$ cat config.mk
export PLATFORM = sky130hd
export DESIGN_NAME = sb_trans_scheduler_flat
export DESIGN_NICKNAME = d
export VERILOG_FILES = /design/src/rtl/sb_trans_scheduler_if.sv /design/src/rtl/sb_trans_scheduler.sv /design/src/flat_wrapper.sv
export SDC_FILE = /design/constraint.sdc
export NUM_CORES = 1
export LEC_CHECK = 0
export ABC_AREA = 1
export CORE_MARGIN = 2
export CORE_UTILIZATION = 35
export CTS_CLUSTER_DIAMETER = 200
export DETAILED_ROUTE_END_ITERATION = 16
export GPL_ROUTABILITY_DRIVEN = 0
export PLACE_DENSITY = 0.64
export SYNTH_ARGS = -nofsm -noshare
export SYNTH_HDL_FRONTEND = slang
export SYNTH_SLANG_ARGS = --single-unit
$ cat constraint.sdc
create_clock -name sb_clk_i -period 2.15 [get_ports sb_clk_i]
set_input_delay 0.215 -clock sb_clk_i [delete_from_list [all_inputs] [get_ports sb_clk_i]]
set_output_delay 0.215 -clock sb_clk_i [all_outputs]
set_load 0.005 [all_outputs]
$ cat src/rtl/sb_trans_scheduler_if.sv
// Request/handshake bundle between the sideband requesters, the scheduler and the
// transaction generator. The master modport is the requester/generator side.
interface sb_trans_scheduler_if;
  logic       lt_req;
  logic       at_rsp_req;
  logic       at_cmd_req;
  logic       at_rsp_rcvd;
  logic       trans_sent;
  logic       disconnected_s;
  logic [2:0] trans_sel;
  logic       busy;
  logic       lt_done;
  logic       at_rsp_done;
  logic       at_cmd_done;
  logic       at_cmd_fail;
  logic       sent_timeout;

  modport master (
    output lt_req, at_rsp_req, at_cmd_req, at_rsp_rcvd, trans_sent, disconnected_s,
    input  trans_sel, busy, lt_done, at_rsp_done, at_cmd_done, at_cmd_fail, sent_timeout
  );

  modport slave (
    input  lt_req, at_rsp_req, at_cmd_req, at_rsp_rcvd, trans_sent, disconnected_s,
    output trans_sel, busy, lt_done, at_rsp_done, at_cmd_done, at_cmd_fail, sent_timeout
  );
endinterface

$ cat src/rtl/sb_trans_scheduler.sv
// Sideband transaction scheduler: latches LT / AT-response / AT-command requests, issues them
// to the generator by fixed priority and tracks the outstanding AT command with retry.
//   state     | meaning
//   IDLE      | waiting for an eligible pending request while connected
//   ISSUE     | trans_sel driven for one cycle
//   WAIT_SENT | waiting for trans_sent, bounded by SENT_TIMEOUT
//   GAP       | enforced idle spacing before the next issue
module sb_trans_scheduler #(
  parameter int unsigned GAP_CYCLES   = 2,
  parameter int unsigned SENT_TIMEOUT = 255,
  parameter int unsigned RSP_TIMEOUT  = 1000,
  parameter int unsigned MAX_RETRY    = 2
) (
  input logic               sb_clk_i,
  input logic               rst_ni,
  sb_trans_scheduler_if.slave bus
);

  typedef enum logic [1:0] {IDLE, ISSUE, WAIT_SENT, GAP} state_e;

  localparam logic [2:0]  SEL_NONE    = 3'd0;
  localparam logic [2:0]  SEL_CMD     = 3'd2;
  localparam logic [2:0]  SEL_RSP     = 3'd3;
  localparam logic [2:0]  SEL_LT      = 3'd4;
  localparam logic [7:0]  SENT_TO_L   = 8'(SENT_TIMEOUT);
  localparam logic [15:0] RSP_TO_L    = 16'(RSP_TIMEOUT);
  localparam logic [1:0]  MAX_RETRY_L = 2'(MAX_RETRY);
  // GAP is entered with GAP_CYCLES-1 so that exactly GAP_CYCLES cycles are spent there.
  localparam logic [3:0]  GAP_LOAD    = (GAP_CYCLES == 0) ? 4'd0 : 4'(GAP_CYCLES - 1);

  state_e      state_q;
  logic [2:0]  cur_sel_q, trans_sel_q;
  logic [7:0]  sent_tmr_q;
  logic [3:0]  gap_cnt_q;
  logic [15:0] rsp_tmr_q;
  logic [1:0]  retry_cnt_q;
  logic        pend_lt_q, pend_rsp_q, pend_cmd_q, cmd_out_q;
  logic        pend_lt_d, pend_rsp_d, pend_cmd_d;
  logic        lt_done_q, at_rsp_done_q, at_cmd_done_q, at_cmd_fail_q, sent_timeout_q;
  logic        sent_ok, cmd_sent, cmd_retry;
  logic [2:0]  issue_sel;

  assign sent_ok   = (state_q == WAIT_SENT) & bus.trans_sent & ~bus.disconnected_s;
  assign cmd_sent  = sent_ok & (cur_sel_q == SEL_CMD);
  assign cmd_retry = ~bus.disconnected_s & cmd_out_q & ~bus.at_rsp_rcvd &
                     (rsp_tmr_q == RSP_TO_L) & (retry_cnt_q < MAX_RETRY_L);

  always_comb begin
    issue_sel = SEL_NONE;
    if (pend_lt_q)                    issue_sel = SEL_LT;
    else if (pend_rsp_q)              issue_sel = SEL_RSP;
    else if (pend_cmd_q & ~cmd_out_q) issue_sel = SEL_CMD;
  end

  // A new request in the same cycle as its own trans_sent keeps the flag set.
  always_comb begin
    pend_lt_d  = (pend_lt_q  & ~(sent_ok & (cur_sel_q == SEL_LT)))  | bus.lt_req;
    pend_rsp_d = (pend_rsp_q & ~(sent_ok & (cur_sel_q == SEL_RSP))) | bus.at_rsp_req;
    pend_cmd_d = (pend_cmd_q & ~cmd_sent) | bus.at_cmd_req | cmd_retry;
  end

  always_ff @(posedge sb_clk_i or negedge rst_ni) begin
    if (!rst_ni) begin
      state_q        <= IDLE;
      cur_sel_q      <= SEL_NONE;
      trans_sel_q    <= SEL_NONE;
      sent_tmr_q     <= '0;
      gap_cnt_q      <= '0;
      lt_done_q      <= 1'b0;
      at_rsp_done_q  <= 1'b0;
      sent_timeout_q <= 1'b0;
    end else begin
      trans_sel_q   <= SEL_NONE;
      lt_done_q     <= 1'b0;
      at_rsp_done_q <= 1'b0;
      if (bus.disconnected_s) begin
        state_q <= IDLE;
      end else begin
        unique case (state_q)
          IDLE: begin
            if (issue_sel != SEL_NONE) begin
              state_q     <= ISSUE;
              cur_sel_q   <= issue_sel;
              trans_sel_q <= issue_sel;
            end
          end
          ISSUE: begin
            sent_tmr_q <= '0;
            state_q    <= WAIT_SENT;
          end
          WAIT_SENT: begin
            if (bus.trans_sent) begin
              lt_done_q      <= (cur_sel_q == SEL_LT);
              at_rsp_done_q  <= (cur_sel_q == SEL_RSP);
              sent_timeout_q <= 1'b0;
              gap_cnt_q      <= GAP_LOAD;
              state_q        <= GAP;
            end else if (sent_tmr_q == SENT_TO_L) begin
              sent_timeout_q <= 1'b1;
              gap_cnt_q      <= GAP_LOAD;
              state_q        <= GAP;
            end else begin
              sent_tmr_q <= sent_tmr_q + 8'd1;
            end
          end
          GAP: begin
            if (gap_cnt_q == '0) state_q   <= IDLE;
            else                 gap_cnt_q <= gap_cnt_q - 4'd1;
          end
          default: state_q <= IDLE;
        endcase
      end
    end
  end

  // Command tracking runs beside the FSM so LT/response traffic continues while a command waits.
  always_ff @(posedge sb_clk_i or negedge rst_ni) begin
    if (!rst_ni) begin
      pend_lt_q     <= 1'b0;
      pend_rsp_q    <= 1'b0;
      pend_cmd_q    <= 1'b0;
      cmd_out_q     <= 1'b0;
      retry_cnt_q   <= '0;
      rsp_tmr_q     <= '0;
      at_cmd_done_q <= 1'b0;
      at_cmd_fail_q <= 1'b0;
    end else begin
      pend_lt_q     <= pend_lt_d;
      pend_rsp_q    <= pend_rsp_d;
      pend_cmd_q    <= pend_cmd_d;
      at_cmd_done_q <= 1'b0;
      at_cmd_fail_q <= 1'b0;
      if (bus.disconnected_s) begin
        cmd_out_q   <= 1'b0;
        retry_cnt_q <= '0;
      end else if (cmd_sent) begin
        cmd_out_q <= 1'b1;
        rsp_tmr_q <= '0;
      end else if (cmd_out_q) begin
        if (bus.at_rsp_rcvd) begin
          cmd_out_q     <= 1'b0;
          retry_cnt_q   <= '0;
          at_cmd_done_q <= 1'b1;
        end else if (rsp_tmr_q == RSP_TO_L) begin
          cmd_out_q <= 1'b0;
          if (retry_cnt_q < MAX_RETRY_L) begin
            retry_cnt_q <= retry_cnt_q + 2'd1;
          end else begin
            retry_cnt_q   <= '0;
            at_cmd_fail_q <= 1'b1;
          end
        end else begin
          rsp_tmr_q <= rsp_tmr_q + 16'd1;
        end
      end
    end
  end

  assign bus.trans_sel    = bus.disconnected_s ? SEL_NONE : trans_sel_q;
  assign bus.busy         = (state_q != IDLE) | pend_lt_q | pend_rsp_q | pend_cmd_q | cmd_out_q;
  assign bus.lt_done      = lt_done_q;
  assign bus.at_rsp_done  = at_rsp_done_q;
  assign bus.at_cmd_done  = at_cmd_done_q;
  assign bus.at_cmd_fail  = at_cmd_fail_q;
  assign bus.sent_timeout = sent_timeout_q;

endmodule

$ cat src/flat_wrapper.sv
// flat-port wrapper written by rule: the top's interface ports become plain ports
module sb_trans_scheduler_flat 
#(
  parameter int unsigned GAP_CYCLES   = 2,
  parameter int unsigned SENT_TIMEOUT = 255,
  parameter int unsigned RSP_TIMEOUT  = 1000,
  parameter int unsigned MAX_RETRY    = 2
)
  (sb_clk_i, rst_ni, bus_lt_req, bus_at_rsp_req, bus_at_cmd_req, bus_at_rsp_rcvd, bus_trans_sent, bus_disconnected_s, bus_trans_sel, bus_busy, bus_lt_done, bus_at_rsp_done, bus_at_cmd_done, bus_at_cmd_fail, bus_sent_timeout);
  sb_trans_scheduler_if bus_i ();
  input logic sb_clk_i;
  input logic rst_ni;
  input wire logic [$bits(bus_i.lt_req)-1:0] bus_lt_req;
  input wire logic [$bits(bus_i.at_rsp_req)-1:0] bus_at_rsp_req;
  input wire logic [$bits(bus_i.at_cmd_req)-1:0] bus_at_cmd_req;
  input wire logic [$bits(bus_i.at_rsp_rcvd)-1:0] bus_at_rsp_rcvd;
  input wire logic [$bits(bus_i.trans_sent)-1:0] bus_trans_sent;
  input wire logic [$bits(bus_i.disconnected_s)-1:0] bus_disconnected_s;
  output wire logic [$bits(bus_i.trans_sel)-1:0] bus_trans_sel;
  output wire logic [$bits(bus_i.busy)-1:0] bus_busy;
  output wire logic [$bits(bus_i.lt_done)-1:0] bus_lt_done;
  output wire logic [$bits(bus_i.at_rsp_done)-1:0] bus_at_rsp_done;
  output wire logic [$bits(bus_i.at_cmd_done)-1:0] bus_at_cmd_done;
  output wire logic [$bits(bus_i.at_cmd_fail)-1:0] bus_at_cmd_fail;
  output wire logic [$bits(bus_i.sent_timeout)-1:0] bus_sent_timeout;
  assign bus_i.lt_req = bus_lt_req;
  assign bus_i.at_rsp_req = bus_at_rsp_req;
  assign bus_i.at_cmd_req = bus_at_cmd_req;
  assign bus_i.at_rsp_rcvd = bus_at_rsp_rcvd;
  assign bus_i.trans_sent = bus_trans_sent;
  assign bus_i.disconnected_s = bus_disconnected_s;
  assign bus_trans_sel = bus_i.trans_sel;
  assign bus_busy = bus_i.busy;
  assign bus_lt_done = bus_i.lt_done;
  assign bus_at_rsp_done = bus_i.at_rsp_done;
  assign bus_at_cmd_done = bus_i.at_cmd_done;
  assign bus_at_cmd_fail = bus_i.at_cmd_fail;
  assign bus_sent_timeout = bus_i.sent_timeout;
  sb_trans_scheduler #(.GAP_CYCLES(GAP_CYCLES), .SENT_TIMEOUT(SENT_TIMEOUT), .RSP_TIMEOUT(RSP_TIMEOUT), .MAX_RETRY(MAX_RETRY)) u_core (.sb_clk_i(sb_clk_i), .rst_ni(rst_ni), .bus(bus_i));
endmodule
Word level (Yosys, flattened, before mapping)
Index checks and enable logic that the tools add are counted.
{ "classes": {"n_addsub": 4, "magnitude_cmp": 1, "n_eq_ne": 18, "mux": 53, "n_bitwise": 27, "reduce_logical": 17} }
{ "op_table": {"columns": ["op", "count"], "rows": [
  ["two-way mux 16 bit", 4],
  ["two-way mux 2 bit", 12],
  ["two-way mux 1 bit", 23],
  ["two-way mux 3 bit", 6],
  ["adder 16 x 1 -> 16 bit (second input constant)", 1],
  ["equality test 16 x 10 -> 1 bit (second input constant)", 1],
  ["two-way mux 8 bit", 2],
  ["case mux 8 bit (2 select lines)", 1],
  ["bitwise AND 1 bit", 13],
  ["two-way mux 4 bit", 3],
  ["AND reduction 3 bit", 4],
  ["AND reduction 4 bit", 3],
  ["nonzero test 2 bit", 6],
  ["adder 8 x 1 -> 8 bit (second input constant)", 1],
  ["equality test 8 bit (second input constant)", 1],
  ["!= test 2 bit (second input constant)", 4],
  ["OR 1 bit", 8],
  ["case mux 2 bit (4 select lines)", 1],
  ["case mux 4 bit (2 select lines)", 1],
  ["equality test 3 x 2 -> 1 bit (second input constant)", 2],
  ["!= test 3 x 2 -> 1 bit (second input constant)", 2],
  ["inverter 1 bit", 6],
  ["nonzero test 3 bit", 2],
  ["equality test 2 bit (second input constant)", 2],
  ["other kinds (10)", 11]
]} }
{ "totals": {"reg_bits": 47, "in_bits": 8, "out_inout_bits": 9, "word_cells": 136} }

Longest topological paths before layout
{ "logic_depth": {"word_depth": 9, "mapped_depth": 11} }

Least setup slack after synthesis
Ideal clock, no wire load.
{ "synth_timing": {"kind": "reg-to-reg", "startpoint": "reg u_core.state_q[0]", "endpoint": "reg u_core.rsp_tmr_q[9]", "setup_time_ns": 0.113, "t_arrival_ns": 1.503, "t_required_ns": 2.037, "path_slack_ns": 0.535, "path_stages_with_launch": 12, "cell_sequence": "dfrtp_1 > inv_1 > ha_1 > inv_2 > nor2_4 > nand2_2 > nor2_8 > inv_2 > nand2_2 > nand2_1 > nand2_1 > inv_1"} }
{ "synth_via": {"elab_chain_len": 6, "word_cells_on_any_way": 9, "classes_between": "eq/ne (3); mux (1); bitwise (3); reduce/logical (2)"} }
{ "synth_rtl": {"columns": ["item", "line", "source"], "rows": [
  ["start, declared", "sb_trans_scheduler.sv:31", "state_e state_q;"],
  ["start signal, assigned", "sb_trans_scheduler.sv:64", "state_q <= IDLE;"],
  ["start signal, assigned", "sb_trans_scheduler.sv:77", "state_q <= IDLE;"],
  ["start signal, assigned", "sb_trans_scheduler.sv:82", "state_q <= ISSUE;"],
  ["equality test 2 bit (*)", "sb_trans_scheduler.sv:43", "assign sent_ok = (state_q == WAIT_SENT) & bus.trans_sent & ~bus.disconnected_s;"],
  ["bitwise AND 1 bit (*) (2 in a row)", "sb_trans_scheduler.sv:43", null],
  ["bitwise AND 1 bit (*)", "sb_trans_scheduler.sv:44", "assign cmd_sent = sent_ok & (cur_sel_q == SEL_CMD);"],
  ["!= test 2 x 1 -> 1 bit (no line) / nonzero test 2 bit (equally long branches)", null, null],
  ["AND reduction 4 bit (no line)", null, null],
  ["end signal, assigned", "sb_trans_scheduler.sv:153", "rsp_tmr_q <= rsp_tmr_q + 16'd1;"],
  ["end, declared", "sb_trans_scheduler.sv:35", "logic [15:0] rsp_tmr_q;"]
]} }
Mark *: on every way between the ends. The rest lies on a longest branch, timed or not.
A chain may end at the register's enable or synchronous reset.

Worst setup path after layout
{ "layout_timing": {"startpoint": "reg u_core.state_q[0]", "endpoint": "out bus_busy"} }
{ "layout_via": {"elab_chain_len": 5} }
{ "layout_rtl": {"columns": ["item", "line", "source"], "rows": [
  ["nonzero test 2 bit", "sb_trans_scheduler.sv:160", "assign bus.busy = (state_q != IDLE) | pend_lt_q | pend_rsp_q | pend_cmd_q | cmd_out_q;"],
  ["OR 1 bit (4 in a row)", "sb_trans_scheduler.sv:160", null],
  ["end, declared", "flat_wrapper.sv:20", "output wire logic [$bits(bus_i.busy)-1:0] bus_busy;"]
]} }
Every way passes these cells.

==> run summary <==
- 2.08 mW — post-layout power
- -0.0230 ns — hold slack
- 88.9% — portion of the clock cycle consumed by the worst path in the final layout
- 0 — Post-CTS Repair Setup Buffers
- 14.8% — Total Routing Usage GR
- inv_1 > ha_1 > inv_1 > nor2_1 > nand3_1 > clkdlybuf4s50_1 — ordered cell list for the critical path
- 1.70 ns — data arrival time of the critical path
- 5 — critical path fanouts, max
- 100% — share of async-settable or async-resettable flops after synthesis
- 0 — post-route antenna net violation count
- 32 — row count
- 0 — number of endpoints failing setup at the final stage
- 1180 um2 — Register Area
- flop to output pin — Crit Path Class
- sky130_fd_sc_hd__nand2_1 — most common cell in the netlist
- 47 — total of flip-flops plus latches after synthesis
- 0 — Pins Over Slew Limit
- 0 — number of enable flip-flop cells after synthesis
- 2,273 — vias in the first global route
- 48 — maximum number of pins on one net before global-route repair
- 0.31 ns — insertion delay of the later-clocked pin in the worst-skew pair
- 5.93% — ratio of cells with drive above 1 in the final layout
- 8580 um2 — Die Outline Area
- sky130_fd_sc_hd__dfrtp_1 (43%), sky130_fd_sc_hd__nand2_1 (17%), sky130_fd_sc_hd__inv_1 (7.0%), sky130_fd_sc_hd__nor2_1 (7.0%), sky130_fd_sc_hd__nand3_1 (5.3%) — most area-consuming cells after synthesis
- 3 — Crit path buffers/inverters
- 0.0171 ns — clock tree skew after final layout
- 0 — number of design rule violations left after detail routing
- 0 — quantity of gates resized following cts
- 42.8% — sequential cell area fraction in the yosys report
- output pin — kind of end point of the critical path
- 42.8% — share of the synthesized area in the top cell type
- 0.229 mV — VDD IR max
- 799 — number of filler instances in the final layout
- 664 nW/um2 — Cell Pwr Density
- 0.589 ns — transition time at the pin with the least slew margin
- 1.93 ns — WP data required
- finished with violations — outcome
- 2,376 — via count
- 4 — DRT Pass-1 Iters
- 4.69 — vias per cell
- 0 — yosys warns
- 47 — number of sinks driven by the clock tree
- flop — startpoint type of the worst setup path
- 2750 um2 — Post-Synthesis Cell Area
- 0.50 ns — largest stage delay on the critical path
- 1.60 nW — static leakage
- 0 — hold buffer count at CTS
- 4.42 mm — HPWL after detailed placement
- built — CTS tree
- 11.4 um — routed wirelength normalized by instance count
- 7690 um2 — core area
- 381 — cell count after synthesis
- sky130_fd_sc_hd__clkbuf_8 — Clk Tree Root Cell
- 0 — max cap viols
- 16 — Port-buffer cells
- hold timing — violated checks
- 32 — hold violation count in the final report
- 10.2 mm — first-pass GRT wire length
- 2 — maximum count of clock buffers along a single path
- 5 — CTS Buf Count
- 0.284 ns — setup slack after placement
- 60.7% — slew margin rel.
- no — setup repair after global routing missed its margin
- 13.6% — Layout area overhead
- 5.77 mm — total detailed-routing wirelength
- 0 ns — Setup Total Neg Slack
- 7.22 um2 — Post-Syn Area per Cell
- 1.91 ns — post-layout min period
- 150 — Starting DRT DRC Count
- 1360 um2 — area taken by multi-input logic gates
- sky130_fd_sc_hd__inv_1 — most repeated library cell on the critical path
- 0.10 ns — clock slew at reported path FFs
- 92.6 um — die extent in y
- 0 — overall overflow remaining after global route
- 27 — number of different library cells in the post-synthesis netlist
- sky130_fd_sc_hd__dfrtp_1 — Post-synth top flop
- buffers and inverters — family with the most delay on the worst path
- 35.8% — starting density of the core
- 420 — final net count
- sky130_fd_sc_hd__clkdlybuf4s50_1 — Slowest cell on crit path
- 397 — Synthesized Nets
- 0.239 ns — final critical-path setup slack
- 2 — CTS HTree Levels
- input pin to async pin — type of the most critical hold path
- sky130_fd_sc_hd__nand2_1 (128), sky130_fd_sc_hd__inv_1 (51), sky130_fd_sc_hd__nor2_1 (51) — most frequent cells after synthesis
- sky130_fd_sc_hd__dfrtp_1 — area leader, netlist
- 0 — number of antenna violations at the first check in global routing
- 92.6 um — Die X-Extent
- 0 — number of antenna diodes
- 0.523 GHz — Fmax
- 17 — top-level port count
-- sequential cells by signal, summed over array words and instances (netlist names) --
register                 cells
u_core.rsp_tmr_q            16
u_core.retry_cnt_q           2
u_core.pend_rsp_q            1
u_core.gap_cnt_q             4
u_core.pend_lt_q             1
u_core.sent_tmr_q            8
u_core.state_q               2
u_core.trans_sel_q           3
u_core.bus.at_cmd_done       1
u_core.cur_sel_q             3
u_core.cmd_out_q             1
u_core.bus.sent_timeout      1
u_core.bus.lt_done           1
u_core.bus.at_rsp_done       1
u_core.pend_cmd_q            1
u_core.bus.at_cmd_fail       1
-- stage by stage --
step / instance area (um2) / utilization (%) / cells
floorplan: 2750 / - / 381
finish: 3130 / 40.7 / 507
CTS: 3130 / 40.7 / 507
global placement: 3030 / 39.4 / 499
detailed placement: 3030 / 39.4 / 499
global route: 3130 / 40.7 / 507
-- kinds of logic (layout without fill, tap and decap cells) --
logic type,Yosys count,in the layout,share of synthesized area (%)
simple gates,238,238,37.6
buf+inv,55,79,7.83
flops,47,47,42.8
compound gates,20,20,4.00
xor+xnor,13,13,4.14
fa+ha+maj,8,8,3.64
-- path summary, 6_finish.rpt --
check	start	endpoint	slack (ns)	depth (start not counted)
max	u_core.state_q[0]	bus_busy	0.24	6
min	rst_ni	u_core.gap_cnt_q[0]	-0.02	2
max reg2reg	u_core.state_q[0]	u_core.rsp_tmr_q[9]	0.26	11
min reg2reg	u_core.cur_sel_q[2]	u_core.bus.at_rsp_done	0.46	1
max in group asynchronous	rst_ni	u_core.sent_tmr_q[7]	1.75	2
min in group sb_clk_i	u_core.cur_sel_q[2]	u_core.bus.at_rsp_done	0.46	1
-- final cells by class --
type                            count  share of cell area, %
Inverter                           53                   6.37
Clock inverter                      3                  0.801
Tap cell                          102                   4.08
Sequential cell                    47                   37.6
Clock buffer                        5                   2.20
Multi-Input combinational cell    279                   43.5
Timing Repair Buffer               18                   5.44
-- power breakdown --
group / total [mW] / internal (mW) / switching [mW]
combinational: 0.456 / 0.184 / 0.273
sequential: 1.06 / 0.978 / 0.0802
clock: 0.562 / 0.233 / 0.329
total: 2.08 / 1.39 / 0.682
-- layout by cell type, fill, tap and decap left out, drive strengths merged --
cell,synthesis,layout
a21oi,4,4
xor2,10,10
nor4,3,3
clkinv,0,2
buf,2,3
nand3b,2,2
o21bai,3,3
o21ai,11,11
nand4,12,12
nor2,57,57
or2,2,2
nand2,130,130
clkdlybuf4s50,0,15
clkinvlp,0,1
inv,53,53
o22ai,2,2
ha,8,8
dfrtp,47,47
nand3,29,29
nor3,2,2
clkbuf,0,5
xnor2,3,3
nor3b,1,1
-- routing by layer --
layer,wire (um),part of all wire [%],global-route usage [%],vias to the layer above
met2,2800,48,25.6,43
met1,2670,46,18.4,1089
li1,-,-,-,1233
met3,194,3.4,3.09,11
met5,0,0,0,-
met4,108,1.9,4.53,0
No activity file was read; power rests on OpenSTA's default activity.
